## src/rtl/div16_if.sv

```systemverilog
// div16_if: operand/result handshake bundle for the div16 fixed-point divider.
//   in_valid / in_ready  : operand handshake (producer -> divider)
//   in_17bit             : signed dividend, DW bits
//   in_8bit              : signed Q1.7 divisor, CW bits
//   out_valid / out_ready: result handshake (divider -> consumer)
//   out                  : signed saturated quotient, DW bits
//   ovf                  : quotient was saturated
//   err                  : divide by zero
// Modports: master = operand producer / result consumer, slave = divider.
interface div16_if #(
    parameter int DW = 17,
    parameter int CW = 8
);
    logic                 in_valid;
    logic                 in_ready;
    logic signed [DW-1:0] in_17bit;
    logic signed [CW-1:0] in_8bit;
    logic                 out_valid;
    logic                 out_ready;
    logic signed [DW-1:0] out;
    logic                 ovf;
    logic                 err;

    modport master (
        output in_valid, in_17bit, in_8bit, out_ready,
        input  in_ready, out_valid, out, ovf, err
    );

    modport slave (
        input  in_valid, in_17bit, in_8bit, out_ready,
        output in_ready, out_valid, out, ovf, err
    );
endinterface

```

## src/rtl/div16.sv

```systemverilog
// div16: sequential fixed-point divider, out = (in_17bit <<< FRAC) / in_8bit.
// Inverse of the multi16 scaling stage: undoes Q1.7 twiddle/gain scaling on
// 17-bit butterfly samples. Radix-2 restoring division on magnitudes, one
// quotient bit per cycle; the sign is reapplied and the result saturated
// in a final fix-up cycle.
// Ports:
//   clk : rising-edge clock
//   rst : asynchronous active-high reset
//   bus : div16_if slave (operand handshake in, result handshake out)
// Latency: acceptance edge E0 -> out_valid high after edge E0+25.
module div16 #(
    parameter int DW   = 17,
    parameter int CW   = 8,
    parameter int FRAC = 7
) (
    input logic   clk,
    input logic   rst,
    div16_if.slave bus
);
    localparam int QW    = DW + FRAC;      // magnitude of a<<FRAC
    localparam int RW    = CW + 1;         // remainder must hold up to 2*|b|-1
    localparam int CNT_W = $clog2(QW);

    localparam logic [DW-1:0] POS_LIM = {1'b0, {(DW-1){1'b1}}};
    localparam logic [DW-1:0] NEG_LIM = {1'b1, {(DW-1){1'b0}}};
    localparam logic [QW-1:0] POS_MAG = QW'(POS_LIM);
    localparam logic [QW-1:0] NEG_MAG = QW'(NEG_LIM);

    typedef enum logic [1:0] {IDLE, DIV, FIX, DONE} state_t;

    state_t state_q, state_d;

    logic [QW-1:0]        q_reg;
    logic [RW-1:0]        rem_reg;
    logic [CW-1:0]        dvs_reg;
    logic [CNT_W-1:0]     cnt;
    logic                 sa, za, sgn_a, a_zero;
    logic signed [DW-1:0] out_reg;
    logic                 ovf_reg, err_reg;

    logic                 accept;
    logic [DW-1:0]        a_mag;
    logic [CW-1:0]        b_mag;
    logic [RW-1:0]        rem_sh;
    logic                 rem_ge;
    logic [DW:0]          fix_res;

    // Clamp the unsigned quotient magnitude into the signed result range and
    // reapply the sign; returns {ovf, out}. Negative side reaches one further.
    function automatic logic [DW:0] sat_quot(input logic [QW-1:0] q, input logic neg);
        if (!neg && q > POS_MAG)
            return {1'b1, POS_LIM};
        else if (neg && q > NEG_MAG)
            return {1'b1, NEG_LIM};
        else if (neg)
            return {1'b0, DW'(~q[DW-1:0] + 1'b1)};
        else
            return {1'b0, q[DW-1:0]};
    endfunction

    // Divide-by-zero result: the limit in the direction of the dividend.
    function automatic logic [DW:0] zero_div(input logic a_is_zero, input logic a_neg);
        if (a_is_zero)
            return '0;
        else if (a_neg)
            return {1'b0, NEG_LIM};
        else
            return {1'b0, POS_LIM};
    endfunction

    assign accept = bus.in_valid && (state_q == IDLE);

    // |-65536| = 65536 still fits as a 17-bit unsigned value; |-128| = 128 fits in 8.
    assign a_mag = bus.in_17bit[DW-1] ? (~bus.in_17bit + 1'b1) : bus.in_17bit;
    assign b_mag = bus.in_8bit[CW-1]  ? (~bus.in_8bit + 1'b1)  : bus.in_8bit;

    assign rem_sh  = {rem_reg[RW-2:0], q_reg[QW-1]};
    assign rem_ge  = rem_sh >= {1'b0, dvs_reg};
    assign fix_res = za ? zero_div(a_zero, sgn_a) : sat_quot(q_reg, sa);

    always_ff @(posedge clk or posedge rst) begin
        if (rst)
            state_q <= IDLE;
        else
            state_q <= state_d;
    end

    always_comb begin
        state_d = state_q;
        case (state_q)
            IDLE: if (bus.in_valid)                   state_d = DIV;
            DIV:  if (cnt == CNT_W'(QW - 1))          state_d = FIX;
            FIX:                                      state_d = DONE;
            DONE: if (bus.out_ready)                  state_d = IDLE;
            default:                                  state_d = IDLE;
        endcase
    end

    always_ff @(posedge clk or posedge rst) begin
        if (rst) begin
            q_reg   <= '0;
            rem_reg <= '0;
            dvs_reg <= '0;
            cnt     <= '0;
            sa      <= 1'b0;
            za      <= 1'b0;
            sgn_a   <= 1'b0;
            a_zero  <= 1'b0;
            out_reg <= '0;
            ovf_reg <= 1'b0;
            err_reg <= 1'b0;
        end else begin
            // operand capture
            if (accept) begin
                sa      <= bus.in_17bit[DW-1] ^ bus.in_8bit[CW-1];
                za      <= (bus.in_8bit == '0);
                sgn_a   <= bus.in_17bit[DW-1];
                a_zero  <= (bus.in_17bit == '0);
                q_reg   <= {a_mag, {FRAC{1'b0}}};
                dvs_reg <= b_mag;
                rem_reg <= '0;
                cnt     <= '0;
            end
            // restoring-division iteration
            if (state_q == DIV) begin
                if (rem_ge) begin
                    rem_reg <= rem_sh - {1'b0, dvs_reg};
                    q_reg   <= {q_reg[QW-2:0], 1'b1};
                end else begin
                    rem_reg <= rem_sh;
                    q_reg   <= {q_reg[QW-2:0], 1'b0};
                end
                cnt <= cnt + 1'b1;
            end
            // sign / saturation fix-up
            if (state_q == FIX) begin
                ovf_reg <= fix_res[DW];
                out_reg <= fix_res[DW-1:0];
                err_reg <= za;
            end
        end
    end

    assign bus.in_ready  = (state_q == IDLE);
    assign bus.out_valid = (state_q == DONE);
    assign bus.out       = out_reg;
    assign bus.ovf       = ovf_reg;
    assign bus.err       = err_reg;
endmodule
```

## src/flat_wrapper.sv

```systemverilog
// flat-port wrapper written by rule: the top's interface ports become plain ports
module div16_flat 
#(
    parameter int DW   = 17,
    parameter int CW   = 8,
    parameter int FRAC = 7
)
  (clk, rst, bus_in_valid, bus_in_17bit, bus_in_8bit, bus_out_ready, bus_in_ready, bus_out_valid, bus_out, bus_ovf, bus_err);
  div16_if #(.DW(DW), .CW(CW)) bus_i ();
  input logic clk;
  input logic rst;
  input wire logic [$bits(bus_i.in_valid)-1:0] bus_in_valid;
  input wire logic [$bits(bus_i.in_17bit)-1:0] bus_in_17bit;
  input wire logic [$bits(bus_i.in_8bit)-1:0] bus_in_8bit;
  input wire logic [$bits(bus_i.out_ready)-1:0] bus_out_ready;
  output wire logic [$bits(bus_i.in_ready)-1:0] bus_in_ready;
  output wire logic [$bits(bus_i.out_valid)-1:0] bus_out_valid;
  output wire logic [$bits(bus_i.out)-1:0] bus_out;
  output wire logic [$bits(bus_i.ovf)-1:0] bus_ovf;
  output wire logic [$bits(bus_i.err)-1:0] bus_err;
  assign bus_i.in_valid = bus_in_valid;
  assign bus_i.in_17bit = bus_in_17bit;
  assign bus_i.in_8bit = bus_in_8bit;
  assign bus_i.out_ready = bus_out_ready;
  assign bus_in_ready = bus_i.in_ready;
  assign bus_out_valid = bus_i.out_valid;
  assign bus_out = bus_i.out;
  assign bus_ovf = bus_i.ovf;
  assign bus_err = bus_i.err;
  div16 #(.DW(DW), .CW(CW), .FRAC(FRAC)) u_core (.clk(clk), .rst(rst), .bus(bus_i));
endmodule
```

## config.mk

```make
export PLATFORM = sky130hd
export DESIGN_NAME = div16_flat
export DESIGN_NICKNAME = d
export VERILOG_FILES = /design/src/rtl/div16_if.sv /design/src/rtl/div16.sv /design/src/flat_wrapper.sv
export SDC_FILE = /design/constraint.sdc
export NUM_CORES = 1
export LEC_CHECK = 0
export ABC_AREA = 1
export CAP_MARGIN = 20
export CORE_ASPECT_RATIO = 1.25
export CORE_MARGIN = 8
export CORE_UTILIZATION = 40
export DETAILED_ROUTE_END_ITERATION = 8
export PLACE_DENSITY = 0.62
export SYNTH_ARGS = -nofsm -noshare
export SYNTH_HDL_FRONTEND = slang
export SYNTH_SLANG_ARGS = --single-unit
```

## constraint.sdc

```tcl
create_clock -name clk -period 6.29 [get_ports clk]
set_input_delay 0.9435 -clock clk [delete_from_list [all_inputs] [get_ports clk]]
set_output_delay 0.9435 -clock clk [all_outputs]
set_load 0.05 [all_outputs]
```

# Word level (Yosys, flattened, before mapping)
# Index checks and enable logic that the tools add are counted.
[word_totals] wordCells=60 ff_bits=70 in_bits=29 output_inout_bits=21
[classes] n_lt_le_gt_ge=3 reduce_logical=9 add_sub_neg=5 n_bitwise=4 eq_ne=7 mux=20
[ops] operator="2-to-1 mux 18 bit" n=4
[ops] operator="2-to-1 mux 17 bit" n=3
[ops] operator="2-to-1 mux 24 bit" n=2
[ops] operator="adder 17 x 1 -> 17 bit (second input constant)" n=2
[ops] operator="NOT 17 bit" n=2
[ops] operator="2-to-1 mux 8 bit" n=4
[ops] operator="greater-than comparator 24 x 16 -> 1 bit (second input constant)" n=1
[ops] operator="greater-than comparator 24 x 17 -> 1 bit (second input constant)" n=1
[ops] operator="logical NOT 17 bit" n=1
[ops] operator="2-to-1 mux 5 bit" n=2
[ops] operator="greater-or-equal comparator 9 x 8 -> 1 bit" n=1
[ops] operator="adder 8 x 1 -> 8 bit (second input constant)" n=1
[ops] operator="logical NOT 8 bit" n=1
[ops] operator="NOT 8 bit" n=1
[ops] operator="one-hot mux 2 bit (4 select lines)" n=1
[ops] operator="subtractor 8 bit" n=1
[ops] operator="2-to-1 mux 2 bit" n=3
[ops] operator="adder 5 x 1 -> 5 bit (second input constant)" n=1
[ops] operator="== test 5 bit (second input constant)" n=1
[ops] operator="== test 2 bit (second input constant)" n=2
[ops] operator="inequality test 2 bit (second input constant)" n=2
[ops] operator="logical AND 1 bit" n=3
[ops] operator="AND reduction 3 bit" n=1
[ops] operator="== test 2 x 1 -> 1 bit (second input constant)" n=1
[ops] operator="6 further kinds" n=6

# Longest topological paths before layout
[logic_depth] ltp_word=6 depth_mapped=12 mapped_depth_nobuf=11

# Least setup slack after synthesis
# No wires, ideal clock.
[synth_path] path_kind="register -> register" startpoint="register u_core.state_q[0]" endpoint="register u_core.q_reg[12]" n_path_buf=1 required_ps=6148 period_less_slack_ps=1955 stages_incl_launch_ff=9 t_arrival_ps=1813 setup_slack_ps=4335 setup_time_ps=142 cell_sequence="dfrtp_1 -> inv_1 -> ha_1 -> nand2_2 -> inv_2 -> nor2_1 -> inv_1 -> buf_2 -> o221ai_1"
[synth_via] elab_chain_len=3 elab_cells_between_ends=5 classes_between="1 x eq/ne; 1 x mux; 3 x reduce/logical"
[synth_rtl] element="start, declared" line="div16.sv:31" source="state_t state_q, state_d;"
[synth_rtl] element="start signal, assigned" line="div16.sv:85" source="state_q <= state_d;"
[synth_rtl] element="logical NOT 2 bit"
[synth_rtl] element="via bus_in_ready" line="flat_wrapper.sv:16" source="output wire logic [$bits(bus_i.in_ready)-1:0] bus_in_ready;"
[synth_rtl] element="logical AND 1 bit" line="div16.sv:71" source="assign accept = bus.in_valid && (state_q == IDLE);"
[synth_rtl] element="nonzero test 2 bit (no line)"
[synth_rtl] element="end signal, assigned" line="div16.sv:119" source="q_reg <= {a_mag, {FRAC{1'b0}}};"
[synth_rtl] element="end signal, assigned" line="div16.sv:128" source="q_reg <= {q_reg[QW-2:0], 1'b1};"
[synth_rtl] element="end signal, assigned" line="div16.sv:131" source="q_reg <= {q_reg[QW-2:0], 1'b0};"
[synth_rtl] element="end, declared" line="div16.sv:33" source="logic [QW-1:0] q_reg;"
# The timed path passes the listed nets, and every way through them passes these cells.
# A chain may end at the register's enable or synchronous reset.

# Final worst setup path
[layout_path] startpoint="register u_core.state_q[0]" endpoint="output port bus_in_ready"
[layout_via] elab_chain_len=1
[layout_rtl] element="logical NOT 2 bit" line="div16.sv:144" source="assign bus.in_ready = (state_q == IDLE);"
[layout_rtl] element="end, declared" line="flat_wrapper.sv:16"
# Every way passes these cells.

==> flow_summary.toml <==
[sta]
setup-tns-final_ps = 0
final-hold-violation-count = 0
fin_crit_ps = 2820
clock_skew_ps = 5.07
fin_crit_sh_pct = 44.8
setup_viol = 0
worst-slew-pin-transition_ps = 899
fmax_mhz = 355
maxSlewViolCount = 0
grt_setup_unrepaired = "false"
worst_slack_ps = 3470
hold_ws_ps = 491
relSlewSlack_pct = 40.1

[route]
drc = 0
via_per_inst = 5.12
wl_um = 11000
wl_per_cell_um = 13.6
postRouteAntennaNets = 0
vias = 4110
drtIter0Drc = 241
firstDrtPassIters = 5

[die]
die_w_um = 111
rows = 43
die_y_um = 135
fp.dieArea_sq_mm = 0.0150
start_util_pct = 40.8
num_io_pins = 50
core_sq_mm = 0.0111

[placed_design]
hpwl_um = 8400
gp_congestion = 0.850
dp_slack_ps = 3530
port_buffers = 49

[power_and_ir_drop]
p_leak_nw = 2.62
ir_drop_mv = 0.180
power_report.internal_total_mw = 1.56
net-switching-power_mw = 1.51
switching_share_pct = 49.3
pwr-share-comb_pct = 58.9
power_density_mw_per_mm2 = 572
power_frac_seq_pct = 26.3
clockPowerShare_pct = 14.8

[cells_and_area]
largest_reg_flops = 24
nFillCells = 1113
nets = 709
drive_gt1_share_pct = 6.89
antenna_cells = 0
area_growth_pct = 18.8

[setup_path]
reg2reg_slack_ps = 3970
setup.worst_path.end_class = "primary output"
crit_type = "register to primary output"
worstPathMaxFanout = 4
start_kind = "register"
crit_required_ps = 5350
crit_arrival_ps = 1870

[cts]
postCtsSetupBuffers = 0
cts_sinks = 70
cts_buffers = 9
postCtsHoldBufs = 0
path_clk_slew_ps = 50
cts_tree = "yes"
clockRootBuffer = "clkbuf_16"
worstSkewPairLatency_ps = 330
cts_resized = 0
max-clock-path-buffers = 2
htree_levels = 3

[synthesis]
synth.yosys.warnings = 0
synth_seq_cells = 70
syn_avg_cell_area_sq_um = 7.31
seq_area_frac_synth_pct = 38.7
syn-num-nets = 665
synth_cell_types = 41
syn-instance-count = 619
syn_area_sq_mm = 0.00453

[global_routing]
antenna_found_initial = 0
overflow = 0
grt_use_total_pct = 15.2
grt_pass1_vias = 4160
grt_pass1_wl_um = 19300
grt_max_degree = 71

[flow_run]
cap_violations = 0

[status]
status = "finished clean"

[worst_hold_path]
hold_path_class = "register to register"
==> through the flow <==
| stage | power [mW] | instance area [sq um] | util, % | cells |
|---|---|---|---|---|
| after CTS | 3.10 | 5380 | 48.5 | 803 |
| after detailed placement | 2.63 | 5110 | 46.1 | 787 |
| final | 3.07 | 5380 | 48.5 | 803 |
| after global routing | 3.37 | 5380 | 48.5 | 803 |
| after global placement | 2.59 | 5110 | 46.1 | 787 |
| after floorplan | 2.19 | 4530 | - | 619 |
==> metal layers <==
metal | vias up | global-route usage, % | wire length [um]
li1 | 2111 | - | -
met1 | 1901 | 18.5 | 5110
met2 | 86 | 26.2 | 5250
met3 | 12 | 2.40 | 381
met4 | 0 | 6.46 | 207
met5 | - | 0 | 0
==> kinds of logic (layout without fill, tap and decap cells) <==
| group | count (synthesis) | count (layout) | synth area share [%] |
|---|---|---|---|
| AND/OR/NAND/NOR | 323 | 323 | 31.4 |
| AO/OA/AOI/OAI | 95 | 95 | 12.7 |
| buffers and inverters | 94 | 143 | 8.43 |
| flip-flops | 70 | 70 | 38.7 |
| XOR/XNOR | 20 | 20 | 3.87 |
| adder cells (fa/ha/maj) | 17 | 17 | 4.86 |
==> area by class of cell <==
type                    instances  area [sq um]  area share, %
well taps                     135           169           3.14
inverters                      76           288           5.35
flip-flops and latches         70          1750           32.6
clock buffers                  12           246           4.58
multi-input cells             455          2390           44.5
clock inverters                 4          22.5          0.419
repair buffers                 51           505           9.40
==> synthesized netlist by cell type (all sizes together) <==
| cell type | count | area share (%) |
|---|---|---|
| a21o | 1 | 0.17 |
| a21oi | 23 | 2.6 |
| a31oi | 2 | 0.28 |
| and2 | 1 | 0.14 |
| buf | 13 | 1.7 |
| clkbuf | 5 | 0.41 |
| clkinv | 2 | 0.22 |
| dfrtp | 70 | 39 |
| fa | 1 | 0.44 |
| ha | 16 | 4.4 |
| inv | 74 | 6.1 |
| nand2 | 182 | 16 |
| nand3 | 60 | 7.0 |
| nand3b | 7 | 1.2 |
| nand4 | 9 | 1.2 |
| nor2 | 58 | 5.3 |
| nor3 | 4 | 0.55 |
| o2111a | 1 | 0.25 |
| o211ai | 3 | 0.50 |
| o21ai | 37 | 4.3 |
| o21bai | 7 | 1.2 |
| o221ai | 6 | 1.2 |
| o22ai | 11 | 1.5 |
| o2bb2ai | 1 | 0.19 |
| o31ai | 1 | 0.17 |
| o32ai | 1 | 0.19 |
| o41ai | 1 | 0.19 |
| or2 | 2 | 0.28 |
| xnor2 | 4 | 0.77 |
| xor2 | 16 | 3.1 |
==> power groups by stage <==
stage | registers, mW | clock network [mW] | logic (mW)
global route | 0.837 | 0.486 | 2.05
finish | 0.808 | 0.455 | 1.81
global placement | 0.812 | 0 | 1.78
detailed placement | 0.816 | 0 | 1.81
CTS | 0.809 | 0.465 | 1.82
floorplan | 0.970 | 0 | 1.22
==> worst paths after layout <==
kind / start / endpoint / cells past startpoint
min: u_core.cnt[4] / u_core.cnt[4] / 1
min reg2reg: u_core.cnt[4] / u_core.cnt[4] / 1
max in group asynchronous: rst / u_core.q_reg[2] / 3
max reg2reg: u_core.state_q[1] / u_core.q_reg[21] / 5
max: u_core.state_q[0] / bus_in_ready / 3
min in group asynchronous: rst / u_core.bus.out[2] / 3
==> layout by cell type, fill, tap and decap left out, drive strengths merged, types with 9 or more instances in the layout <==
master / netlist / routed
nand2: 182 / 182
clkbuf: 5 / 12
nor2: 58 / 58
inv: 74 / 74
nand3: 60 / 60
a21oi: 23 / 23
dfrtp: 70 / 70
o22ai: 11 / 11
clkdlybuf4s50: 0 / 49
ha: 16 / 16
nand4: 9 / 9
o21ai: 37 / 37
xor2: 16 / 16
==> critical path: stages (launching register included) <==
cell and delay, ps:
dfrtp_1 400, inv_1 100, ha_1 220, clkdlybuf4s50_1 820
(Power assumes the default switching activity.)
